`config.mk`:
```
export PLATFORM = sky130hd
export DESIGN_NAME = l1_l2_arbiter
export DESIGN_NICKNAME = d
export VERILOG_FILES = /design/src/rtl/l1_l2_arbiter_pkg.sv /design/src/rtl/l1_l2_arbiter.sv
export SDC_FILE = /design/constraint.sdc
export NUM_CORES = 1
export LEC_CHECK = 0
export CAP_MARGIN = 30
export CORE_AREA = 2 2 272 274
export CTS_CLUSTER_SIZE = 30
export DETAILED_ROUTE_END_ITERATION = 8
export DIE_AREA = 0 0 274 276
export GPL_ROUTABILITY_DRIVEN = 0
export MAX_ROUTING_LAYER = met4
export PLACE_DENSITY = 0.3
export RECOVER_POWER = 50
export SLEW_MARGIN = 30
export SYNTH_ARGS = -nofsm -noshare
export SYNTH_HDL_FRONTEND = slang
export SYNTH_SLANG_ARGS = --single-unit
```
`constraint.sdc`:
```
create_clock -name clk -period 1.7 [get_ports clk]
set_input_delay 0.34 -clock clk [delete_from_list [all_inputs] [get_ports clk]]
set_output_delay 0.34 -clock clk [all_outputs]
set_load 0.005 [all_outputs]
```
`src/rtl/l1_l2_arbiter_pkg.sv`:
```
// Shared types for the L1/L2 arbiter: cache line type, arbiter FSM states and grant encoding.
package l1_l2_arbiter_pkg;

    localparam int C_LINE_W = 128;

    typedef logic [C_LINE_W-1:0] lc3b_c_line;

    typedef enum logic [1:0] {
        IDLE    = 2'b00,
        SERVE_I = 2'b01,
        SERVE_D = 2'b10,
        DONE    = 2'b11
    } lc3b_arb_state;

    localparam logic GRANT_I = 1'b0;
    localparam logic GRANT_D = 1'b1;

endpackage

```
`src/rtl/l1_l2_arbiter.sv`:
```
// Serialises I-cache and D-cache line misses onto one L2 port and routes responses back.
// Optional macro ARB_RR_EN: round-robin between I and D instead of fixed D-over-I priority.
module l1_l2_arbiter
    import l1_l2_arbiter_pkg::*;
#(
    parameter int ADDR_W = 16,
    parameter int LINE_W = 128
) (
    input  logic              clk,
    input  logic              reset,
    input  logic              i_read,
    input  logic [ADDR_W-1:0] i_address,
    output logic [LINE_W-1:0] i_rdata,
    output logic              i_resp,
    input  logic              d_read,
    input  logic              d_write,
    input  logic [ADDR_W-1:0] d_address,
    input  logic [LINE_W-1:0] d_wdata,
    output logic [LINE_W-1:0] d_rdata,
    output logic              d_resp,
    output logic              l2_read,
    output logic              l2_write,
    output logic [ADDR_W-1:0] l2_address,
    output logic [LINE_W-1:0] l2_wdata,
    input  logic [LINE_W-1:0] l2_rdata,
    input  logic              l2_resp
);

    lc3b_arb_state state_r;
    logic          d_req_s;
    logic          pick_d_s;

    assign d_req_s = d_read | d_write;

`ifdef ARB_RR_EN
    logic last_grant_r;
    // On a tie, D wins only if I was granted last
    assign pick_d_s = (last_grant_r == GRANT_I);
`else
    assign pick_d_s = 1'b1;
`endif

    // Arbitration FSM; DONE forces one dead cycle so a stale request is never re-granted
    always_ff @(posedge clk) begin
        if (reset) begin
            state_r <= IDLE;
`ifdef ARB_RR_EN
            last_grant_r <= GRANT_I;
`endif
        end else begin
            case (state_r)
                IDLE: begin
                    if (d_req_s && (!i_read || pick_d_s)) begin
                        state_r <= SERVE_D;
`ifdef ARB_RR_EN
                        last_grant_r <= GRANT_D;
`endif
                    end else if (i_read) begin
                        state_r <= SERVE_I;
`ifdef ARB_RR_EN
                        last_grant_r <= GRANT_I;
`endif
                    end else begin
                        state_r <= IDLE;
                    end
                end
                SERVE_I: state_r <= l2_resp ? DONE : SERVE_I;
                SERVE_D: state_r <= l2_resp ? DONE : SERVE_D;
                DONE:    state_r <= IDLE;
                default: state_r <= IDLE;
            endcase
        end
    end

    // Read lines pass straight through; only the completion pulses are steered
    assign i_rdata = l2_rdata;
    assign d_rdata = l2_rdata;

    // L2 request mux and response steering; reset blanks everything in its own cycle
    always_comb begin
        l2_read    = 1'b0;
        l2_write   = 1'b0;
        l2_address = {ADDR_W{1'b0}};
        l2_wdata   = {LINE_W{1'b0}};
        i_resp     = 1'b0;
        d_resp     = 1'b0;
        if (reset) begin
            l2_read  = 1'b0;
            l2_write = 1'b0;
        end else begin
            case (state_r)
                SERVE_I: begin
                    l2_read    = 1'b1;
                    l2_address = i_address;
                    i_resp     = l2_resp;
                end
                SERVE_D: begin
                    l2_read    = d_read;
                    l2_write   = d_write;
                    l2_address = d_address;
                    l2_wdata   = d_wdata;
                    d_resp     = l2_resp;
                end
                default: begin
                    l2_read  = 1'b0;
                    l2_write = 1'b0;
                end
            endcase
        end
    end

endmodule

```
==> qor.yml, run 1 <==
grt_max_degree: 20
place_ws_ps: -728.9
syn_nets: 754
peakVddDrop_mv: 0.2560
seq_area_frac_synth_pct: 1.149
ctsHoldBuffers: 0
synth_compound_area_share_pct: 4.273
wl_mm: 17.92
dieWidth_um: 274
power_density_mw_per_mm2: 459.5
critPathKind: "reg -> out"
path_cells: "inv_2 > ha_4 > nor2b_4 > buf_6 > buf_12 > buf_16 > buf_6 > and2_4 > buf_6"
n_fill_cell: 8412
finalNetCount: 867
clock_sinks: 2
required_ps: 1360
cts_tree: "done"
synth_cell_types: 20
violations: "negative setup slack"
fin_skew_ps: 2.263
yosys.area_share.simple_pct: 32.10
async_flop_share_pct: 0
timing.final.crit_share_pct: 118.4
syn_inst: 457
slew_headroom_pct: 80.79
tightest_slew_ps: 288.2
grt_overflow: 0
h-tree-depth: 1
io_buffer_count: 313
cts_root_buffer: "clkbuf_16"
avgSynthCellArea_um2: 7.625
synth_top_family_by_area: "buffers and inverters"
die_h_um: 276
setup_violations: 147
fin_crit_ps: 2012
netlist_area_mm2: 0.003485
synthMuxAreaShare_pct: 0
core_mm2: 0.07259
clk_transition_reported_paths_ps: 30
first_global_vias: 3585
drc: 0
cpMostUsedCell: "buf_6"
vias: 3297
fp-row-count: 99
fin_cells: 1528
track_usage_pct: 4.298
top_register: "state_r"
viasPerCell: 2.158
start_util_pct: 4.801
synth_flop_cell: "dfxtp_1"
syn_to_final_growth_pct: 105.1
antenna_found_initial: 0
clk_path_buf_depth: 2
drive_above_1_share_pct: 67.96
io_pins: 698
synthAdderAreaFrac_pct: 1.077
largest_register_ff_count: 2
end_kind: "primary output"
die_area_mm2: 0.07562
drv_cap: 0
drtIter0Drc: 70
cp_max_fo: 8
post-route-worst-setup-slack_ps: -312.3
cp_slowest_stage_delay_ps: 320
power_leakage_nw: 2.769
slew_violations: 0
hp-class: "in -> reg"
clock_latency_ps: 220
grt_pass1_wl_mm: 23.32
placed_cells: 1481
path_buf_inv: 6
wire_per_inst_um: 11.73
cp_slowest_cell: "dfxtp_2"
clock.fmax_ghz: 0.4969
ant_nets: 0
synth_warnings: 0
reg_top3: "state_r: 2 flops"
status: "finished, violations left"
dr.pass1.iters: 4
path_delay_family: "buffers and inverters"
synthXorXnorAreaFrac_pct: 0
cts_buffers: 3
synth_seq_cells: 2
worst_setup_path_start_kind: "flop"
synth-edff-count: 0
hold_viol: 0
dpl.hpwl_mm: 14.04
cp_data_arrival_time_ps: 1670
rsz0062_at_grt: "true"
-- tightest hold or removal path, stage by stage --
cell	delay [ps]
dlygate4sd2_1	260
buf_4	150
a221oi_1	40
-- report_power, final --
group          leakage (nW)  switching [mW]  internal, mW
sequential           0.0172         0.00977        0.0615
clock                0.0370          0.0523         0.299
combinational          2.71           0.988          1.87
total                  2.77            1.05          2.23
-- path summary, 6_finish.rpt --
check / cells after the start / to / slack, ps / from
setup / recovery: 9 / l2_wdata[87] / -310 / state_r[0]
hold / removal: 3 / state_r[1] / 630 / reset
setup reg to reg: 6 / state_r[1] / 390 / state_r[0]
hold reg to reg: 3 / state_r[1] / 700 / state_r[1]
-- layer usage --
metal | track usage (%) | up-vias | wire length [µm]
met5 | - | - | 0
met2 | 6.494 | 469 | 7663
met3 | 3.109 | 18 | 3371
li1 | - | 1366 | -
met1 | 4.519 | 1444 | 6573
met4 | 0.8919 | 0 | 313
-- layout make-up --
type	count	area [µm²]	share of cell area [%]
Timing Repair Buffer	384	4192	58.65
Multi-Input combinational cell	177	1628	22.78
Tap cell	959	1200	16.79
Clock buffer	3	75.07	1.050
Sequential cell	2	42.54	0.5952
Inverter	2	7.507	0.1050
Antenna cell	1	2.502	0.03501
-- through the flow --
stage | area, µm² | power [mW] | utilization, % | hold slack [ps] | TNS (ps)
floorplan | 3485 | 1.312 | - | 412.8 | 0
global placement | 5983 | 2.065 | 8.243 | 680.1 | -94840
detailed placement | 5983 | 2.035 | 8.243 | 680.1 | -94850
finish | 7147 | 3.284 | 9.846 | 627.1 | -34350
global route | 7144 | 3.495 | 9.842 | 670.2 | -42510
CTS | 6868 | 3.203 | 9.462 | 631.9 | -41870
-- repair_timing --
item                                    4_1_cts  5_1_grt
setup buffers                                37        2
resized for setup                           792       85
endpoints found under the setup margin      148      148
hold endpoints to repair                      0        0
pin swaps                                    68       48
cloned                                       10        1
-- cell usage after synthesis (3+ instances only) --
cell,n,area share [%]
a22oi_1,16,3.4
buf_2,5,0.72
and2_1,51,9.2
buf_8,8,3.4
buf_6,3,0.97
nor2_1,20,2.2
buf_4,256,55
ha_1,3,1.1
clkbuf_1,3,0.32
and2_4,79,20
-- layout by cell type, fill, tap and decap left out, types with 2 or more instances in the layout --
cell,instances
clkdlybuf4s50_1,164
buf_6,159
and2_4,129
buf_2,18
buf_4,14
nor2_4,12
buf_12,12
a22oi_2,11
buf_8,8
buf_16,6
a22oi_1,5
nor2_1,5
clkbuf_16,4
nor2_2,3
ha_4,3
inv_2,2
a211oi_1,2
dfxtp_2,2
-- cell families after synthesis --
family                     count (synthesis)
buffers and inverters                    278
and+or+nand+nor                          154
AOI/OAI and AO/OA                         20
adders and majority gates                  3
DFF                                        2
Power figures use the tool's default switching activity.
==> inputs of run 2 (changes only) <==
- SETUP_SLACK_MARGIN: unset -> 0.5
==> qor.yml, run 2 (same netlist as run 1, synthesis figures left out) <==
cts_buffers: 3
antenna_found_initial: 0
status: "finished, violations left"
clock.fmax_ghz: 0.4514
power_mw: 3.603
rsz0062_at_grt: "true"
setup_violations: 146
core_mm2: 0.07259
viasPerCell: 2.127
syn_to_final_growth_pct: 113.7
post-route-worst-setup-slack_ps: -515.5
dr.pass1.iters: 4
cp_data_arrival_time_ps: 1880
drive_above_1_share_pct: 67.01
timing.final.crit_share_pct: 130.3
fin_crit_ps: 2215
clock_sinks: 2
grt_overflow: 0
clk_transition_reported_paths_ps: 30
wl_mm: 18.53
io_pins: 698
fp-row-count: 99
largest_register_ff_count: 2
crit_path_start: "state_r[0]"
cp_max_fo: 4
first_global_vias: 3248
drv_cap: 0
final_cell_mix: "clkdlybuf4s50_1, buf_6, and2_4"
critPathKind: "reg -> out"
track_usage_pct: 4.013
start_util_pct: 4.801
top_register: "state_r"
slew_violations: 0
cts_root_buffer: "clkbuf_16"
grt_pass1_wl_mm: 21.96
hp-class: "in -> reg"
finalNetCount: 887
power_density_mw_per_mm2: 483.9
dieWidth_um: 274
wire_per_inst_um: 11.98
end_kind: "primary output"
worst_setup_path_start_kind: "flop"
ant_nets: 0
h-tree-depth: 1
io_buffer_count: 313
violations: "negative setup slack"
power_leakage_nw: 2.966
fin_skew_ps: 0.7725
slew_headroom_pct: 81.98
ctsHoldBuffers: 0
die_h_um: 276
drc: 0
clock_latency_ps: 220
antenna_cells: 0
reg2reg_from: "state_r[0]"
drtIter0Drc: 59
hold_viol: 0
vias: 3291
clk_path_buf_depth: 2
die_area_mm2: 0.07562
reg_top3: "state_r: 2 flops"
layout_commonest_cell: "clkdlybuf4s50_1"
utilization_pct: 10.26
peakVddDrop_mv: 0.2596
cts_tree: "done"
required_ps: 1360
tightest_slew_ps: 270.2
dpl.hpwl_mm: 13.17
hp-start: "reset"
tns_ps: -48280
grt_max_degree: 22
-- run 2: worst paths after layout --
kind / endpoint / slack (ps) / cells after the start
setup / recovery: l2_wdata[78] / -520 / 11
hold / removal: state_r[0] / 590 / 2
setup reg to reg: state_r[0] / 430 / 6
hold reg to reg: state_r[0] / 700 / 3
-- run 2: per-stage QoR --
stage                     hold WS (ps)  instance area (µm²)  setup slack, ps  std cells
after floorplan                  405.3                 3680            302.0        457
after global placement           680.1                 6046           -841.5       1470
after detailed placement         680.1                 6046           -822.4       1470
after CTS                        580.3                 6664           -615.7       1507
after global routing             618.1                 7446           -582.3       1547
final                            587.3                 7446           -515.5       1547
-- run 2: what timing repair did --
action                     4_1_cts  5_1_grt
setup buffers                   27       33
resized for setup              454      283
setup endpoints to repair      150      150
cloned                           7        7
pin swaps                       10       20
-- run 2: worst max-delay path: stages, from the launching register on --
cell,delay [ps]
dfxtp_2,320
inv_2,50
ha_4,150
nor2b_4,140
buf_12,140
buf_12,130
buf_12,130
buf_16,130
buf_8,120
buf_6,110
and2_4,130
buf_6,110
-- run 2: routing by layer --
layer  vias to the layer above  part of all wire, %  global-route usage [%]  routed length, µm
li1                       1406                    -                       -                  -
met1                      1407                   39                   4.671               7239
met2                       468                   41                   5.484               7516
met3                        10                   19                   3.040               3566
met4                         0                  1.1                  0.6550                212
met5                         -                    0                       -                  0
-- run 2: report_power, final --
group	internal, mW	switching [mW]	leakage (nW)	total (mW)
clock network	0.300	0.0593	0.0370	0.359
registers	0.0615	0.00963	0.0172	0.0711
logic	2.10	1.07	2.91	3.17
-- run 2: final cells by class --
cell class / count / area (µm²)
clock buffer: 3 / 75.07
multi-input combinational: 177 / 1633
timing repair buffer: 404 / 4488
sequential: 2 / 42.54
tap: 959 / 1200
fill: 8417 / 65140
inverter: 2 / 7.507
==> edit 1, RTL diff (settings of run 2) <==
`ADDR_W`: 16 -> 17.
--- a/src/rtl/l1_l2_arbiter.sv
+++ b/src/rtl/l1_l2_arbiter.sv
@@ -3,7 +3,7 @@
 module l1_l2_arbiter
     import l1_l2_arbiter_pkg::*;
 #(
-    parameter int ADDR_W = 16,
+    parameter int ADDR_W = 17,
     parameter int LINE_W = 128
 ) (
     input  logic              clk,
Interface: changed (resized d_address, i_address and l2_address); port bits go from 698 to 701. The function was not compared with the original's and may differ.
==> edit 1 against run 2 <==
The run still ends with setup timing left; total power about the same; routed wire length grew 1.5%; setup slack improved by 100 ps; die area is the same; sequential share of layout area hardly changed; worst hold slack better by 38 ps; area after synthesis fell by 8.5%; final cell count down 0.52%; maximum frequency increased by 4.8%; clock power fell by 2%; sequential cell count unchanged; design area is 0.24% lower; critical endpoint is now l2_wdata[95]; largest power group unchanged; highest routed layer unchanged.
==> edit 1: results (changes against run 2) <==
Outcome
  – Status: finished with violations (unchanged)
  – Failing checks: setup timing (unchanged)

Global routing
  – Largest net degree at the start of global routing: 21 (was 22)
  – First-pass GRT wire length: 24700 microns (was 22000 microns)
  – GR Util met2: 7.17% (was 5.48%)
  – Met1 usage: 4.67% (about the same)
  – Antenna violations before repair: 0 (unchanged)
  – Total GRT Usage: 4.57% (was 4.01%)
  – Grt met3 use: 3.35% (was 3.04%)
  – Vias in the first global route: 3616 (was 3248)

Place
  – Post-place setup slack: -739 ps (was -822 ps)
  – HPWL after DPL: 14400 microns (was 13200 microns)
  – Port Buffers: 316 (was 313)

Power
  – Peak VDD IR: 0.307 mV (was 0.260 mV)
  – Static Leak: 2.87 nW (was 2.97 nW)

Clock tree
  – CTS Buffer Depth: 2 (unchanged)
  – Clk slew on worst S/H paths: 30 ps (about the same)
  – Root Buffer: clkbuf_16 (unchanged)
  – CTS H-Tree Depth: 1 (unchanged)
  – Num CTS Buffers: 3 (unchanged)
  – Clock latency on the worst-skew pair: 220 ps (about the same)

Layout
  – Nets@finish: 881 (was 887)
  – Ant. Diodes: 0 (unchanged)
  – Top flop regs: state_r (2) (unchanged)
  – Layout cells sized above 1: 67.8% (was 67.0%)
  – FILL cells: 8407 (was 8417)

Synthesis
  – Async set-or-reset flop fraction in the synthesized netlist: 0% (unchanged)
  – Post-Syn Nets: 758 (was 754)
  – Seq/Total Area, Yosys: 1.26% (was 1.15%)
  – Count of different cell masters after synthesis: 17 (was 20)
  – Main area contributors after synthesis: buf_4 (61%), and2_1 (26%), a22oi_1 (4.0%) (was buf_4 (55%), and2_4 (20%), and2_1 (9.2%))
  – Top_reg_cell synth: dfxtp_1 (unchanged)
  – YS warnings: 0 (unchanged)
  – Synth top cells by count: buf_4 (258), and2_1 (130), nor2_1 (21), a22oi_1 (17), clkbuf_2 (10) (was buf_4 (256), and2_4 (79), and2_1 (51), nor2_1 (20), a22oi_1 (16))

Timing
  – # setup viols final: 148 (was 146)
  – Clock skew: 0.358 ps (was 0.773 ps)
  – Slew @ Worst Pin: 341 ps (was 270 ps)
  – Final setup margin: -415 ps (was -515 ps)

Setup path
  – CP peak stage delay: 320 ps (about the same)
  – Slowest CP cell: dfxtp_2 (unchanged)
  – Critical path's top delay family: buffers and inverters (unchanged)
  – Crit path max fanout: 5 (was 4)
  – R2R Setup Slk: 460 ps (was 430 ps)

Route
  – DRT iter0 DRCs: 45 (was 59)
  – Vias/cell: 2.14 (was 2.13)
  – DRT Pass-1 Iters: 4 (unchanged)
  – Drt wl/cell: 12.2 microns (was 12.0 microns)

Worst hold path
  – Min-Delay Path Class: in -> reg (unchanged)
edit 1: cell types whose count changed in the layout (fill, tap and decap cells not counted), moves of 3 or more:
cell | run 2 | this run
clkbuf_2 | 17 | 0
buf_6 | 146 | 159
buf_2 | 14 | 20
buf_4 | 16 | 10
clkbuf_16 | 9 | 4
a22oi_1 | 5 | 9
and2_1 | 11 | 7
and2_4 | 119 | 123
dlymetal6s2s_1 | 4 | 0
a22oi_2 | 11 | 8
buf_8 | 14 | 11
edit 1: final timing paths:
kind | from | end | cells past startpoint
max | state_r[0]$_SDFF_PP0_ | l2_wdata[95] | 10
min reg2reg | state_r[1]$_SDFF_PP0_ | state_r[1]$_SDFF_PP0_ | 3
min | reset | state_r[0]$_SDFF_PP0_ | 3
max reg2reg | state_r[1]$_SDFF_PP0_ | state_r[1]$_SDFF_PP0_ | 6
edit 1: area by class of cell:
cell class / instances / area [sq um] / share of cell area, %
clock buffer: 3 / 75.1 / 1.01
inverter: 2 / 10.0 / 0.135
multi-input combinational: 179 / 1680 / 22.6
sequential: 2 / 45.0 / 0.606
tap: 959 / 1200 / 16.2
timing repair buffer: 394 / 4420 / 59.5
edit 1: layer usage:
layer | share of wire [%] | vias up
met1 | 36 | 1442
li1 | - | 1393
met2 | 45 | 453
met5 | 0 | -
met3 | 18 | 10
met4 | 1.1 | 0
edit 1: logic make-up (layout without fill, tap and decap cells):
| logic type | Yosys count | in the layout | synth area share, % |
|---|---|---|---|
| AO/OA/AOI/OAI | 21 | 21 | 4.91 |
| buffers and inverters | 278 | 399 | 63.6 |
| flip-flops | 2 | 2 | 1.26 |
| adder cells (fa/ha/maj) | 3 | 3 | 1.18 |
| AND/OR/NAND/NOR | 155 | 155 | 29.0 |
edit 1: power by group:
group / internal, W / switching, W / total (W)
combinational: 0.00208 / 0.00110 / 0.00318
sequential: 0.0000630 / 0.0000122 / 0.0000752
clock: 0.000299 / 0.0000517 / 0.000351
edit 1: worst min-delay path, delay by kind of cell:
family,cells,cell delay [ps]
buffers and inverters,2,420
AO/OA/AOI/OAI,1,40
edit 1: what timing repair did:
| action | 4_1_cts | 5_1_grt |
|---|---|---|
| pin swaps | 44 | 16 |
| setup endpoints to repair | 151 | 151 |
| gates cloned | 10 | 1 |
| resized for setup | 838 | 43 |
| setup buffers | 40 | 1 |
edit 1: metrics by stage:
stage	instance area (sq um)	setup TNS [ps]	cells	total power, W	hold WS [ps]
6_report	7430	-43820	1539	0.00360	625
5_1_grt	7430	-51730	1539	0.00383	648
4_1_cts	7210	-48340	1537	0.00353	620
3_5_place_dp	6060	-96680	1484	0.00210	680
3_3_place_gp	6060	-98040	1484	0.00212	680
2_1_floorplan	3570	0	459	0.00138	405
==> edit 2, RTL diff (config.mk and constraints of run 2) <==
Without the edit above. Make the reset (`reset`) asynchronous in one clocked block.
--- a/src/rtl/l1_l2_arbiter.sv
+++ b/src/rtl/l1_l2_arbiter.sv
@@ -41,7 +41,7 @@
 `endif
 
     // Arbitration FSM; DONE forces one dead cycle so a stale request is never re-granted
-    always_ff @(posedge clk) begin
+    always_ff @(posedge clk or posedge reset) begin
         if (reset) begin
             state_r <= IDLE;
 `ifdef ARB_RR_EN
Formal check against the unedited RTL: no difference found for any inputs over 4 cycles, from zero or initial values and one cycle with reset high; that may be too few to reach the edited logic, so the function may still have changed.
==> edit 2 against run 2 <==
The run still ends with setup timing left; setup slack worse by 43 ps; clock skew about the same; design area grew 0.37%; sequential cell count is the same; die area did not move; register-to-register slack gained 30 ps; maximum frequency shrank 1.9%; worst hold slack lost 290 ps; total power rose by 82%; area after synthesis shrank 8.6%; routed wire length increased by 8.6%; critical endpoint is now l2_wdata[48].
==> edit 2: results (changes against run 2) <==
Outcome
  – Status: finished with violations (unchanged)
  – Failing checks: setup timing (unchanged)

Power
  – Static Leak: 2.92 nW (was 2.97 nW)
  – Peak VDD IR: 0.389 mV (was 0.260 mV)

Layout
  – Multi-input logic area: 1590 sq um (was 1630 sq um)
  – Nets@finish: 875 (was 887)
  – FILL cells: 8345 (was 8417)

Global routing
  – GR Util met2: 8.07% (was 5.48%)
  – Antenna violations before repair: 1 (was 0)
  – First-pass GRT wire length: 26500 microns (was 22000 microns)
  – Met1 usage: 4.43% (was 4.67%)
  – Largest net degree at the start of global routing: 20 (was 22)
  – Grt met3 use: 2.81% (was 3.04%)

Place
  – HPWL after DPL: 13900 microns (was 13200 microns)

Timing
  – # setup viols final: 148 (was 146)
  – Final setup margin: -559 ps (was -515 ps)
  – Setup TNS: -65900 ps (was -48280 ps)
  – Clock skew: 0.622 ps (was 0.773 ps)

Route
  – DRT iter0 DRCs: 46 (was 59)
  – Post-Route WL: 20100 microns (was 18500 microns)

Setup path
  – Slowest CP cell: dfrtp_1 (was dfxtp_2)
  – Critical path arrival: 1920 ps (was 1880 ps)
  – R2R Setup Slk: 460 ps (was 430 ps)
  – Worst setup endpoint: l2_wdata[48] (was l2_wdata[78])

Synthesis
  – Complex-gate fraction of the synthesized area: 4.83% (was 4.27%)
  – Async set-or-reset flop fraction in the synthesized netlist: 100% (was 0%)
  – Count of different cell masters after synthesis: 18 (was 20)
  – Synth top cells by count: buf_4 (257), and2_1 (130), nor2_1 (17), a22oi_1 (16), clkbuf_2 (10) (was buf_4 (256), and2_4 (79), and2_1 (51), nor2_1 (20), a22oi_1 (16))

Worst hold path
  – Min-Delay Path Class: in -> async (was in -> reg)
## edit 2: changes by cell type after synthesis, moves of 2 or more
cell             run 2  this run
a21oi_1              1         3
and2_4              79         0
and2_1              51       130
nor2_1              20        17
buf_8                8         0
buf_6                3         1
dfxtp_1              2         0
dfrtp_1              0         2
a211oi_1             2         0
clkbuf_2             0        10
o21ai_0              0         2
## edit 2: power breakdown
part / switching [W] / total, W / internal (W)
registers: 0.0000185 / 0.0000879 / 0.0000694
logic: 0.00214 / 0.00612 / 0.00398
clock network: 0.0000624 / 0.000362 / 0.000300
## edit 2: cell type report
class	instances	share of cell area [%]
clock buffer	3	1.00
inverter	3	0.184
antenna	1	0.0335
timing repair buffer	392	60.8
tap	959	16.1
multi-input combinational	176	21.3
sequential	2	0.670
## edit 2: timing repair
item	in CTS	in global routing
pin swaps	94	25
resized for setup	850	91
hold buffers	0	0
endpoints found under the setup margin	150	150
gates cloned	18	0
buffers inserted	38	6
